`config.mk`:
```
export PLATFORM = sky130hd
export DESIGN_NAME = match_scan_ctrl
export DESIGN_NICKNAME = d
export VERILOG_FILES = /design/src/rtl/match_scan_pkg.sv /design/src/rtl/match_word_bank.sv /design/src/rtl/match_scan_ctrl.sv
export SDC_FILE = /design/constraint.sdc
export NUM_CORES = 1
export LEC_CHECK = 0
export ABC_AREA = 1
export CAP_MARGIN = 10
export CORE_AREA = 2 2 83 85
export CTS_BUF_LIST = sky130_fd_sc_hd__clkbuf_8
export DETAILED_ROUTE_END_ITERATION = 7
export DIE_AREA = 0 0 85 87
export MAX_ROUTING_LAYER = met4
export PLACE_DENSITY = 0.78
export REMOVE_ABC_BUFFERS = 1
export SETUP_SLACK_MARGIN = 0.05
export SYNTH_ARGS = -nofsm -noshare
export SYNTH_HDL_FRONTEND = slang
export SYNTH_SLANG_ARGS = --single-unit
```
`constraint.sdc`:
```
create_clock -name clk -period 2.6 [get_ports clk]
set_input_delay 0.39 -clock clk [delete_from_list [all_inputs] [get_ports clk]]
set_output_delay 0.39 -clock clk [all_outputs]
set_load 0.01 [all_outputs]
```
`src/rtl/match_scan_pkg.sv`:
```
// Shared types and constants for the match_scan_ctrl word-compare sequencer.
package match_scan_pkg;

    typedef enum logic [1:0] {
        LOAD,
        SCAN,
        DONE
    } state_t;

    localparam int DEFAULT_DW = 8;
    localparam int DEFAULT_N  = 8;

    // Width of an index able to address words 0..n-1.
    function automatic int clog2(input int n);
        int w;
        w = 0;
        while ((1 << w) < n) w++;
        return w;
    endfunction

endpackage

```
`src/rtl/match_word_bank.sv`:
```
// N x DW word store: one synchronous write port, key (word 0) and one indexed
// word read combinationally.
module match_word_bank
    import match_scan_pkg::*;
#(
    parameter int DW = DEFAULT_DW,
    parameter int N  = DEFAULT_N
) (
    input  logic                   clk,
    input  logic                   we,
    input  logic [clog2(N)-1:0]    waddr,
    input  logic [DW-1:0]          wdata,
    input  logic [clog2(N)-1:0]    raddr,
    output logic [DW-1:0]          key,
    output logic [DW-1:0]          rdata
);

    logic [DW-1:0] mem [N];

    // NOTE: storage is deliberately not reset; every word is rewritten before it is read.
    always_ff @(posedge clk) begin
        if (we) mem[waddr] <= wdata;
    end

    assign key   = mem[0];
    assign rdata = mem[raddr];

endmodule

```
`src/rtl/match_scan_ctrl.sv`:
```
// Loads N words, compares words 1..N-1 against word 0 one per cycle and
// presents the mismatch flags. Optional match counter: MATCH_SCAN_COUNT_EN.
module match_scan_ctrl
    import match_scan_pkg::*;
#(
    parameter int DW = DEFAULT_DW,
    parameter int N  = DEFAULT_N
) (
    input  logic                clk,
    input  logic                rst,
    input  logic                clr,
    input  logic                in_valid,
    output logic                in_ready,
    input  logic [DW-1:0]       in_data,
    output logic                out_valid,
    input  logic                out_ready,
    output logic [N-1:0]        flag,
    output logic                busy
`ifdef MATCH_SCAN_COUNT_EN
    ,
    output logic [clog2(N)-1:0] match_cnt
`endif
);

    localparam int IW = clog2(N);
    localparam logic [IW-1:0] LAST_IDX = IW'(N - 1);

    state_t          state;
    state_t          state_next;
    logic [IW-1:0]   load_idx;
    logic [IW-1:0]   scan_idx;
    logic [N-1:1]    flag_hi;
    logic [DW-1:0]   key;
    logic [DW-1:0]   word;
    logic            sync_clr;
    logic            accept;
    logic            last_load;
    logic            last_scan;
    logic            differ;

    assign sync_clr  = rst || clr;
    assign accept    = in_valid && in_ready;
    assign last_load = (load_idx == LAST_IDX);
    assign last_scan = (scan_idx == LAST_IDX);
    assign differ    = (word != key);

    match_word_bank #(
        .DW (DW),
        .N  (N)
    ) u_bank (
        .clk   (clk),
        .we    (accept && !sync_clr),
        .waddr (load_idx),
        .wdata (in_data),
        .raddr (scan_idx),
        .key   (key),
        .rdata (word)
    );

    // NOTE: sequential state uses non-blocking assignments so every register sees pre-edge values.
    always_ff @(posedge clk) begin
        if (sync_clr) state <= LOAD;
        else          state <= state_next;
    end

    // NOTE: state_next defaults to the current state so no path leaves it unassigned (no latch).
    always_comb begin
        state_next = state;
        case (state)
            LOAD:    if (accept && last_load) state_next = SCAN;
            SCAN:    if (last_scan)           state_next = DONE;
            DONE:    if (out_ready)           state_next = LOAD;
            default:                          state_next = LOAD;
        endcase
    end

    always_comb begin
        in_ready  = 1'b0;
        out_valid = 1'b0;
        busy      = 1'b0;
        case (state)
            LOAD:    in_ready = 1'b1;
            SCAN:    busy = 1'b1;
            DONE: begin
                out_valid = 1'b1;
                busy      = 1'b1;
            end
            default: ;
        endcase
    end

    // Indices and flag register; flags are cleared on SCAN entry, not on frame return.
    always_ff @(posedge clk) begin
        if (sync_clr) begin
            load_idx <= '0;
            scan_idx <= IW'(1);
            flag_hi  <= '0;
        end else begin
            case (state)
                LOAD: begin
                    if (accept) begin
                        load_idx <= last_load ? '0 : load_idx + IW'(1);
                        if (last_load) flag_hi <= '0;
                    end
                end
                SCAN: begin
                    flag_hi[scan_idx] <= differ;
                    scan_idx          <= last_scan ? IW'(1) : scan_idx + IW'(1);
                end
                DONE: begin
                    if (out_ready) begin
                        load_idx <= '0;
                        scan_idx <= IW'(1);
                    end
                end
                default: ;
            endcase
        end
    end

    assign flag = {flag_hi, 1'b0};

`ifdef MATCH_SCAN_COUNT_EN
    always_ff @(posedge clk) begin
        if (sync_clr)
            match_cnt <= '0;
        else if (state == LOAD && accept && last_load)
            match_cnt <= '0;
        else if (state == SCAN && !differ)
            match_cnt <= match_cnt + IW'(1);
    end
`endif

endmodule

```
==> results.md <==
- CP required: around 2.2 ns
- Synth area leaders: edfxtp_1, nand2_1, dfxtp_1, nand3_1, inv_1
- WL met3: 374 um
- TritonCTS buffer count: 9
- Cells after Synth: between 400 and 500
- Clk_lat worst skew: ~0.35 ns
- CTS tree: done
- Post-synth top area share: between 50% and 60%
- DRC viols: 0
- Sw Pwr: approximately 0.00050 W
- H-Tree Depth: 3
- Gr ovfl total: 0
- Fin Clk Skew: 0.00862 ns
- CTS Buffer Depth: 2
- Slowest cell on crit path: clkdlybuf4s50_1
- Pint: around 0.0019 W
- Post-layout min period: 1.98 ns
- CP Cell Sequence: inv_1 > ha_1 > clkdlybuf4s50_1
- Min-Delay Endpoint: flag_hi[3]$_SDFFE_PP0P_
- First-pass GRT wire length: 12.5 mm
- Top sig layer: met4
- MaxCap Viol Count: 0
- Gate power share: roughly 2.9%
- Worst path max stage delay: roughly 0.57 ns
- Total Routed Length: 7.92 mm
- Relative slew margins: approximately 66%
- Sequential share of the synthesized area: about three fifths
- N_diodes: 0
- Fmax: between 0.5 and 0.6 GHz
- Via count: 2843
- Post-route ant nets: 0
- Wl on met1: between 3 and 4 mm
- Die width: 85 um
- Initial antenna violation count: 0
- Placed cell area: between 4000 and 5000 sq um
- DR WL/cell: ~15 um
- Crit path launch type: flip-flop
- HPWL after DPL: between 5 and 6 mm
- Syn avg cell area: between 9 and 10 sq um
- Kind of critical path: reg -> out
- Top Ports: 24
- FF-to-FF path depth: 12
- Crit path DAT: between 1.5 and 2 ns
- Number of I/O port buffers: 22
- Pwr per Cell Area: 558 nW/um^2
- Static leakage: around 1.7 nW
- Synth cell count leaders: nand2_1, edfxtp_1, inv_1, nand3_1, dfxtp_1
- Top-count cell post-synth: nand2_1
- Sequential share of power: between 50% and 60%
- CTS Hold Bufs: 0
- Status: finished, final reports clean
- Core Area: 6570 sq um
- R2r setup slk: around 0.78 ns
- Via density: between 5 and 6
- Switching Fraction: between 20% and 30%
- FF+latch count, synth: between 80 and 90
- DRT Pass-1 Iters: 5
- Largest area contributor in the netlist: edfxtp_1
- Worst flop-to-flop path endpoint: flag_hi[1]$_SDFFE_PP0P_
- Setup Viol. Count Final: 0
- CTS resizes: 0
- Worst setup EP type: output port
- Async set or reset register ratio after synthesis: 0%
- Tcrit/Tclk final: 76.1%
- Final hold viol count: 0
- Area Growth Syn to Fin: 13.4%
- Die footprint: between 7000 and 8000 sq um
- Post-Syn Area: ~3800 sq um
- Met2 wire len: 3.80 mm
- Primary FF master, synth: edfxtp_1
- Die Y: 87 um
- Final GP Congestion: a little under 0.9
- Number of enable flip-flop cells after synthesis: 64
- Delay-heaviest family, CP: buffers and inverters
- Fin Setup TNS: 0 ns
- Root Buffer: clkbuf_8
- Vias in the first global route: ~2600
- Final design area excluding fillers: about 4300 sq um
- Min-Delay Startpoint: flag_hi[3]$_SDFFE_PP0P_
- Slew Viols, Final: 0
- Fin nets: 454
- Post-synth cell types: 27
- Largest net degree at the start of global routing: 36
- Worst min path class: reg -> reg
- Share of layout cells above drive strength 1: ~7.8%
- Initial DRC count: about 230
- Clock transition at path regs: ~0.080 ns
- RSZ-0062 raised after global routing: false
- Clk sinks: just over 80
- Total GRT Usage: a little under a quarter
- Hold path depth: 2
- Crit path buf inv count: 2
- Clock power frac: around 37%
- Synth Warn #: 0
- Initial core utilization: a little under three fifths
- Worst IR drop on VDD: between 0.3 and 0.4 mV
- Worst Tran Pin Value: 0.502 ns
- Row count: 30
- Crit-path max FO: 4
- Post-CTS setup buffer count: 0
[logic make-up (layout without fill, tap and decap cells)]
kind of cell / count (synthesis) / count (layout) / share of synthesized area (%)
simple gates: 209 / 209 / 23.8
compound gates: 36 / 36 / 4.98
other cells: 1 / 1 / 0.0995
flops: 82 / 82 / 60.6
fa+ha+maj: 8 / 8 / 2.66
buf+inv: 68 / 102 / 7.84
[cell usage in the layout (no fill, tap or decap)]
cell             netlist  layout
nand3_1               49      49
o21ai_0               15      15
clkbuf_8               0       9
clkinv_1               2       3
buf_4                  3      12
edfxtp_1              64      64
o21ai_1                1       1
a21oi_1               16      16
inv_6                  0       1
bufinv_16              0       1
clkinv_2               0       2
nor3_1                 9       9
inv_2                  1       1
nor4_1                 7       7
conb_1                 1       1
clkdlybuf4s50_1        0      22
o211ai_1               1       1
nand2_1              124     124
clkinv_4               0       1
a211oi_1               1       1
ha_1                   8       8
or2_2                  3       3
inv_1                 49      49
a31oi_1                1       1
nor2_1                13      13
nand2_4                1       1
dfxtp_1               18      18
nand3b_1               1       1
nor2_2                 2       2
o22ai_1                1       1
clkinvlp_4             0       1
[sequential cells by signal, summed over array words and instances (netlist names), named ones only]
signal and flops:
u_bank.mem 64, flag_hi 7, load_idx 3, scan_idx 3, state 2
[worst register-to-register path: stages, from the launching register on]
cell and delay, ns:
dfxtp_1 0.34, buf_4 0.34, nand2_1 0.11, nand3_1 0.12
nand3_1 0.15, nand2_1 0.09, nand2_1 0.05, nand2_1 0.05
nand2_1 0.07, nor2_2 0.17, nand2_4 0.10, nand2_1 0.07
a21oi_1 0.06
[per-stage QoR]
stage | power [W] | cells | setup slack, ns | hold WS [ns] | utilization (%)
final | 0.00238 | 518 | 0.622 | 0.468 | 65.0
after global routing | 0.00245 | 518 | 0.535 | 0.482 | 65.0
after CTS | 0.00239 | 518 | 0.589 | 0.470 | 65.0
after detailed placement | 0.00152 | 502 | 0.386 | 0.458 | 62.1
after global placement | 0.00152 | 502 | 0.430 | 0.452 | 62.1
after floorplan | 0.00147 | 388 | 0.497 | 0.476 | -
[how the worst max path moves through the flow]
stage                                      from                    endpoint  cells after the start
after floorplan                       flip-flop     flag_hi[2]$_SDFFE_PP0P_                     13
after global placement                      clr  u_bank.mem[4][6]$_DFFE_PP_                      7
after detailed placement                    clr  u_bank.mem[4][2]$_DFFE_PP_                      7
after CTS                 state[0]$_SDFFE_PP0P_                   out_valid                      3
after global routing      state[0]$_SDFFE_PP0P_                   out_valid                      3
final                     state[0]$_SDFFE_PP0P_                   out_valid                      3
[layer usage]
metal / global-route usage (%) / vias up
li1: - / 1396
met1: 28.9 / 1317
met2: 37.0 / 103
met3: 2.56 / 27
met4: 14.1 / 0
met5: - / -
[power groups by stage]
stage / Sequential [W] / Combinational, W / Clock (W)
after global routing: 0.00142 / 0.0000747 / 0.000950
after floorplan: 0.00145 / 0.0000230 / 0
after detailed placement: 0.00145 / 0.0000689 / 0
after CTS: 0.00142 / 0.0000691 / 0.000897
final: 0.00142 / 0.0000695 / 0.000891
after global placement: 0.00145 / 0.0000674 / 0
[area by class of cell]
cell class,instances,area (sq um)
Clock buffer,9,124
Clock inverter,7,68.8
Fill cell,520,2300
Inverter,52,195
Multi-Input combinational cell,254,1190
Sequential cell,82,2280
Tap cell,80,100
Timing Repair Buffer,34,310
No activity file was read; power rests on OpenSTA's default activity.
